[config.mk]
export PLATFORM = sky130hd
export DESIGN_NAME = set_ctrl_flat
export DESIGN_NICKNAME = d
export VERILOG_FILES = /design/src/rtl/set_ctrl_if.sv /design/src/rtl/set_ctrl.sv /design/src/flat_wrapper.sv
export SDC_FILE = /design/constraint.sdc
export NUM_CORES = 1
export LEC_CHECK = 0
export BUFFER_PORTS_ARGS = -buffer_cell sky130_fd_sc_hd__buf_2
export CAP_MARGIN = 30
export CORE_MARGIN = 4
export CORE_UTILIZATION = 35
export DETAILED_ROUTE_END_ITERATION = 8
export MAX_ROUTING_LAYER = met4
export PLACE_DENSITY = 0.56
export SYNTH_ARGS = -nofsm -noshare
export SYNTH_HDL_FRONTEND = slang
export SYNTH_SLANG_ARGS = --single-unit
[constraint.sdc]
create_clock -name CLK_50 -period 7.6 [get_ports CLK_50]
set_input_delay 1.52 -clock CLK_50 [delete_from_list [all_inputs] [get_ports CLK_50]]
set_output_delay 1.52 -clock CLK_50 [all_outputs]
set_load 0.01 [all_outputs]
[src/rtl/set_ctrl_if.sv]
// Handshake bundle between the time-setting controller and the clock datapath / key front end.
// master drives ticks and keys, slave (set_ctrl) drives the registered control outputs.
interface set_ctrl_if;
    logic       tick_1khz;
    logic       key_mode;
    logic       key_up;
    logic       run_en;
    logic       inc_hour;
    logic       inc_min;
    logic       clr_sec;
    logic [3:0] blank;
    logic [1:0] state;

    modport master (
        output tick_1khz, key_mode, key_up,
        input  run_en, inc_hour, inc_min, clr_sec, blank, state
    );

    modport slave (
        input  tick_1khz, key_mode, key_up,
        output run_en, inc_hour, inc_min, clr_sec, blank, state
    );
endinterface

[src/rtl/set_ctrl.sv]
// Clock time-set controller: key sync/edge detect, RUN/SET_H/SET_M/SET_S FSM, auto-repeat, idle timeout, blink.
// Key-to-pulse latency is 3 cycles from the first sampling edge; all outputs registered, no backpressure.
module set_ctrl #(
    parameter int TIMEOUT_MS = 10000,
    parameter int HOLD_MS    = 800,
    parameter int REPEAT_MS  = 200,
    parameter int BLINK_MS   = 250
) (
    input  logic        CLK_50,
    input  logic        CR,
    set_ctrl_if.slave   bus
);

    typedef enum logic [1:0] {
        RUN   = 2'b00,
        SET_H = 2'b01,
        SET_M = 2'b10,
        SET_S = 2'b11
    } state_t;

    localparam int HR_MAX = (HOLD_MS > REPEAT_MS) ? HOLD_MS : REPEAT_MS;
    localparam int IW     = $clog2(TIMEOUT_MS + 1);
    localparam int HW     = $clog2(HR_MAX + 1);
    localparam int BW     = $clog2(BLINK_MS + 1);

    // key front end
    logic       mode_s1, mode_s2, mode_prev, mode_edge;
    logic       up_s1, up_s2, up_prev, up_edge;
    logic [1:0] prime_cnt;
    logic       primed;

    // Edges are suppressed until the sync pipeline has refilled, so a key held through reset never fires.
    assign primed = (prime_cnt == 2'd3);

    always_ff @(posedge CLK_50 or posedge CR) begin
        if (CR) begin
            mode_s1   <= 1'b0;
            mode_s2   <= 1'b0;
            mode_prev <= 1'b0;
            mode_edge <= 1'b0;
            up_s1     <= 1'b0;
            up_s2     <= 1'b0;
            up_prev   <= 1'b0;
            up_edge   <= 1'b0;
            prime_cnt <= 2'd0;
        end else begin
            mode_s1   <= bus.key_mode;
            mode_s2   <= mode_s1;
            mode_prev <= mode_s2;
            mode_edge <= primed & mode_s2 & ~mode_prev;
            up_s1     <= bus.key_up;
            up_s2     <= up_s1;
            up_prev   <= up_s2;
            up_edge   <= primed & up_s2 & ~up_prev;
            if (!primed) prime_cnt <= prime_cnt + 2'd1;
        end
    end

    // control state
    state_t         state_q, state_d;
    logic [IW-1:0]  idle_cnt, idle_d;
    logic [HW-1:0]  hold_cnt, hold_d;
    logic [BW-1:0]  blink_cnt, blink_d;
    logic           repeating, rpt_d;
    logic           rep_armed, arm_d;
    logic           phase, phase_d;
    logic           inc_h_d, inc_m_d, clr_d;
    logic [3:0]     blank_d;
    logic           rep_pulse, timeout, tick;

    logic           run_en_q, inc_hour_q, inc_min_q, clr_sec_q;
    logic [3:0]     blank_q;

    assign tick = bus.tick_1khz;

    always_comb begin
        state_d   = state_q;
        idle_d    = idle_cnt;
        hold_d    = hold_cnt;
        rpt_d     = repeating;
        arm_d     = rep_armed;
        blink_d   = blink_cnt;
        phase_d   = phase;
        inc_h_d   = 1'b0;
        inc_m_d   = 1'b0;
        clr_d     = 1'b0;
        rep_pulse = 1'b0;
        timeout   = 1'b0;
        blank_d   = 4'b0000;

        // Hold/repeat engine: first target HOLD_MS, then REPEAT_MS, restarting on each repeat pulse.
        if (!up_s2) begin
            arm_d  = 1'b0;
            hold_d = '0;
            rpt_d  = 1'b0;
        end else if (rep_armed && tick) begin
            if (int'(hold_cnt) + 1 == (repeating ? REPEAT_MS : HOLD_MS)) begin
                rep_pulse = 1'b1;
                hold_d    = '0;
                rpt_d     = 1'b1;
            end else begin
                hold_d = hold_cnt + HW'(1);
            end
        end

        if (state_q != RUN && tick) begin
            if (int'(idle_cnt) + 1 == TIMEOUT_MS) begin
                timeout = 1'b1;
                idle_d  = '0;
            end else begin
                idle_d = idle_cnt + IW'(1);
            end
        end

        // Priority: mode edge, then up edge, then repeat pulse, then idle timeout.
        if (mode_edge) begin
            case (state_q)
                RUN:     state_d = SET_H;
                SET_H:   state_d = SET_M;
                SET_M:   state_d = SET_S;
                default: state_d = RUN;
            endcase
            arm_d     = 1'b0;
            hold_d    = '0;
            rpt_d     = 1'b0;
            rep_pulse = 1'b0;
        end else if (up_edge) begin
            case (state_q)
                SET_H: begin
                    inc_h_d = 1'b1;
                    arm_d   = 1'b1;
                end
                SET_M: begin
                    inc_m_d = 1'b1;
                    arm_d   = 1'b1;
                end
                SET_S:   clr_d = 1'b1;
                default: arm_d = 1'b0;
            endcase
            hold_d    = '0;
            rpt_d     = 1'b0;
            rep_pulse = 1'b0;
        end else if (rep_pulse) begin
            if (state_q == SET_H) inc_h_d = 1'b1;
            if (state_q == SET_M) inc_m_d = 1'b1;
        end else if (timeout) begin
            state_d = RUN;
            arm_d   = 1'b0;
            hold_d  = '0;
            rpt_d   = 1'b0;
        end

        if (mode_edge || up_edge || rep_pulse || state_d == RUN) idle_d = '0;

        if (tick) begin
            if (int'(blink_cnt) + 1 == BLINK_MS) begin
                phase_d = ~phase;
                blink_d = '0;
            end else begin
                blink_d = blink_cnt + BW'(1);
            end
        end
        // Any visible change snaps the digits on so the user sees the result at once.
        if (state_d != state_q || inc_h_d || inc_m_d || clr_d) begin
            phase_d = 1'b0;
            blink_d = '0;
        end

        case (state_d)
            SET_H:   blank_d = {phase_d, phase_d, 2'b00};
            SET_M:   blank_d = {2'b00, phase_d, phase_d};
            SET_S:   blank_d = {4{phase_d}};
            default: blank_d = 4'b0000;
        endcase
    end

    always_ff @(posedge CLK_50 or posedge CR) begin
        if (CR) begin
            state_q    <= RUN;
            idle_cnt   <= '0;
            hold_cnt   <= '0;
            blink_cnt  <= '0;
            repeating  <= 1'b0;
            rep_armed  <= 1'b0;
            phase      <= 1'b0;
            run_en_q   <= 1'b1;
            inc_hour_q <= 1'b0;
            inc_min_q  <= 1'b0;
            clr_sec_q  <= 1'b0;
            blank_q    <= 4'b0000;
        end else begin
            state_q    <= state_d;
            idle_cnt   <= idle_d;
            hold_cnt   <= hold_d;
            blink_cnt  <= blink_d;
            repeating  <= rpt_d;
            rep_armed  <= arm_d;
            phase      <= phase_d;
            run_en_q   <= (state_d == RUN);
            inc_hour_q <= inc_h_d;
            inc_min_q  <= inc_m_d;
            clr_sec_q  <= clr_d;
            blank_q    <= blank_d;
        end
    end

    assign bus.state    = state_q;
    assign bus.run_en   = run_en_q;
    assign bus.inc_hour = inc_hour_q;
    assign bus.inc_min  = inc_min_q;
    assign bus.clr_sec  = clr_sec_q;
    assign bus.blank    = blank_q;

endmodule

[src/flat_wrapper.sv]
// flat-port wrapper written by rule: the top's interface ports become plain ports
module set_ctrl_flat 
#(
    parameter int TIMEOUT_MS = 10000,
    parameter int HOLD_MS    = 800,
    parameter int REPEAT_MS  = 200,
    parameter int BLINK_MS   = 250
)
  (CLK_50, CR, bus_tick_1khz, bus_key_mode, bus_key_up, bus_run_en, bus_inc_hour, bus_inc_min, bus_clr_sec, bus_blank, bus_state);
  set_ctrl_if bus_i ();
  input  logic CLK_50;
  input  logic CR;
  input wire logic [$bits(bus_i.tick_1khz)-1:0] bus_tick_1khz;
  input wire logic [$bits(bus_i.key_mode)-1:0] bus_key_mode;
  input wire logic [$bits(bus_i.key_up)-1:0] bus_key_up;
  output wire logic [$bits(bus_i.run_en)-1:0] bus_run_en;
  output wire logic [$bits(bus_i.inc_hour)-1:0] bus_inc_hour;
  output wire logic [$bits(bus_i.inc_min)-1:0] bus_inc_min;
  output wire logic [$bits(bus_i.clr_sec)-1:0] bus_clr_sec;
  output wire logic [$bits(bus_i.blank)-1:0] bus_blank;
  output wire logic [$bits(bus_i.state)-1:0] bus_state;
  assign bus_i.tick_1khz = bus_tick_1khz;
  assign bus_i.key_mode = bus_key_mode;
  assign bus_i.key_up = bus_key_up;
  assign bus_run_en = bus_i.run_en;
  assign bus_inc_hour = bus_i.inc_hour;
  assign bus_inc_min = bus_i.inc_min;
  assign bus_clr_sec = bus_i.clr_sec;
  assign bus_blank = bus_i.blank;
  assign bus_state = bus_i.state;
  set_ctrl #(.TIMEOUT_MS(TIMEOUT_MS), .HOLD_MS(HOLD_MS), .REPEAT_MS(REPEAT_MS), .BLINK_MS(BLINK_MS)) u_core (.CLK_50(CLK_50), .CR(CR), .bus(bus_i));
endmodule
==> metrics.cfg <==
[outcome]
status=finished, final reports clean

[synthesis]
yosysWarnings=0
yosysUniqueCellTypes=59
synth.top_cell.area_share=0.428
yosys-top-cells-area=dfrtp_1 43%, nor2_1 6.4%, xnor2_1 4.3%, ha_1 3.7%, nand2_1 3.5%
async_flop_share=1.00
syn_inst=325
yosysTopAreaCell=dfrtp_1
syn_area_per_cell_um2=9.36
synthFlopType=dfrtp_1
seq_area_frac_synth=0.437
synth_seq_cells=53
netlist_area_um2=3040
synth_edf_count=0
syn-num-nets=339

[clock_tree]
cts_tree=done
cts.sinks=53
ctsHoldBuffers=0
ctsResizeCount=0
cts_buffers=5
post_cts_buffers=0
cts_buffer_depth=2
clkLatencyLatePin_ns=0.30
clkTransAtPathRegs_ns=0.10
cts_root_buffer=clkbuf_8
cts_max_level=2

[timing]
setup-violations-final=0
hold_viol_final=0
slew_viol_final=0
setup-tns-final_ns=0
finalCriticalPeriod_ns=3.24
skew_ns=0.00812
slew_headroom=0.340
rsz0062_at_grt=false
timing.fmax_mhz=309
worst_slew_pin_slew_ns=0.983
finalCritPeriodShare=0.426

[global_routing]
grt_pass1_wl_um=10500
grt_pass1_vias=2255
grt_max_degree=54
grtUsageTotal=0.128
grt-ovfl-total=0
antenna_found_initial=0

[run]
cap_violations=0

[detailed_routing]
num_vias=2366
wl_um=5870
dr.pass1.iters=4
vias_per_cell=5.38
drc=0
initialDrtViolationCount=83
ant_nets=0
drt-wirelength-per-cell_um=13.3

[worst_setup_path]
worst_setup_path_end_kind=flop
cp.arrival_ns=3.41
startpoint_type=primary input
worstPathMaxFanout=16
reg2reg_slack_ns=4.46
crit_chain=buf_2 -> inv_1 -> nor2_1 -> nand2_1 -> o21ai_2 -> nor4_2
critPathMaxStageDelay_ns=0.56
cp.required_ns=7.77
crit_slowest_cell=o21ai_2
setup.worst_path.class=in2reg

[floorplanning]
fp.dieW_um=101
coreArea_um2=8340
start_util=0.365
design.portCount=15
die_area_um2=10200
rows=33
fp.dieH_um=101

[cells_and_area]
fill_cells=871
diodes=0
drive_gt1_frac=0.116
final_cell_count_no_fill=440
areaGrowthSynthToFinish_pct=8.19
postLayoutCellArea_um2=3290
finish.utilization=0.394
mostFrequentLayoutCells=52 x nor2_1, 52 x dfrtp_1, 28 x nand2_1
final_nets=348

[placement]
hpwl_um=4070
dpl_cell_area_um2=3180
place.gp.congestion=0.833
dp_cells=432
io_buffers=14

[power_and_ir_drop]
leakage_uw=0.00134
ir_drop_mv=0.104
p_per_area_nw_per_um2=208

[hold_path]
min_path_type=reg2reg

[metal layers]
metal  global-route usage  up-vias  wire length (um)
li1                     -     1170                 -
met1                0.175     1140              2980
met2                0.186       45              2570
met3               0.0269       11               209
met4               0.0460        0               103
met5                    -        -                 0
[through the flow]
stage / total power, uW / setup WS (ns) / hold WS [ns]
floorplan: 459 / 4.73 / 0.331
global placement: 496 / 4.15 / 0.332
detailed placement: 497 / 4.01 / 0.335
CTS: 695 / 4.36 / 0.358
global route: 734 / 4.00 / 0.376
finish: 683 / 4.36 / 0.355
[worst paths after layout]
path                                              start                         endpoint  cells past startpoint
hold / removal                   u_core.up_s1$_DFF_PP0_           u_core.up_s2$_DFF_PP0_                      0
setup reg to reg           u_core.hold_cnt[3]$_DFF_PP0_    u_core.bus.blank[1]$_DFF_PP0_                      7
setup / recovery                          bus_tick_1khz    u_core.bus.blank[1]$_DFF_PP0_                      6
max in group asynchronous                            CR    u_core.bus.inc_hour$_DFF_PP0_                      3
min in group asynchronous                            CR  u_core.idle_cnt[13]$_DFFE_PP0P_                      3
hold reg to reg                  u_core.up_s1$_DFF_PP0_           u_core.up_s2$_DFF_PP0_                      0
[state kept, by name (all words and copies together), names as in the netlist, 2 cells and up]
register and count:
u_core.prime_cnt 2, u_core.idle_cnt 14, u_core.bus.blank 2, u_core.bus.state 2, u_core.hold_cnt 10, u_core.blink_cnt 8
[power breakdown]
part / leakage (uW) / total, uW / switching, uW / internal [uW]
logic: 0.000583 / 152 / 94.2 / 58.1
registers: 0.000700 / 338 / 31.8 / 306
clock network: 0.0000554 / 193 / 93.8 / 99.1
total: 0.00134 / 683 / 220 / 463
[worst max-delay path: cells and delay by family]
family / cells / cell delay, ns
buf+inv: 2 / 0.38
compound gates: 1 / 0.56
simple gates: 3 / 0.94
[synthesized netlist by cell type, drive strengths merged, types with 2 or more instances]
cell type	n
nor2b	2
ha	9
xnor2	15
o21ai	17
nand2b	4
nor2	52
buf	8
a21oi	13
nor4b	2
and3	4
nand4	12
dfrtp	52
and2	4
nand3	7
a22oi	2
o31ai	3
and4	3
xor2	12
inv	9
nand4b	2
nor3	14
nand2	28
a31oi	4
nor4	8
clkbuf	5
mux2i	4
a21o	2
o21a	2
or3	4
a211oi	2
[cell families (layout without fill, tap and decap cells)]
family / after synthesis / after routing / share of synthesized area
AO/OA/AOI/OAI: 57 / 57 / 0.134
XOR/XNOR: 27 / 27 / 0.0778
adder cells (fa/ha/maj): 9 / 9 / 0.0370
buffers and inverters: 22 / 32 / 0.0346
flip-flops: 53 / 53 / 0.437
multiplexers: 5 / 5 / 0.0169
AND/OR/NAND/NOR: 152 / 152 / 0.263
[final cells by class]
type	count	area [um^2]	share of cell area
well taps	105	131	0.0399
repair buffers	15	77.6	0.0236
multi-input cells	250	1610	0.489
flip-flops and latches	53	1330	0.404
clock buffers	6	72.6	0.0221
clock inverters	2	38.8	0.0118
inverters	9	33.8	0.0103
(Power assumes the default switching activity.)
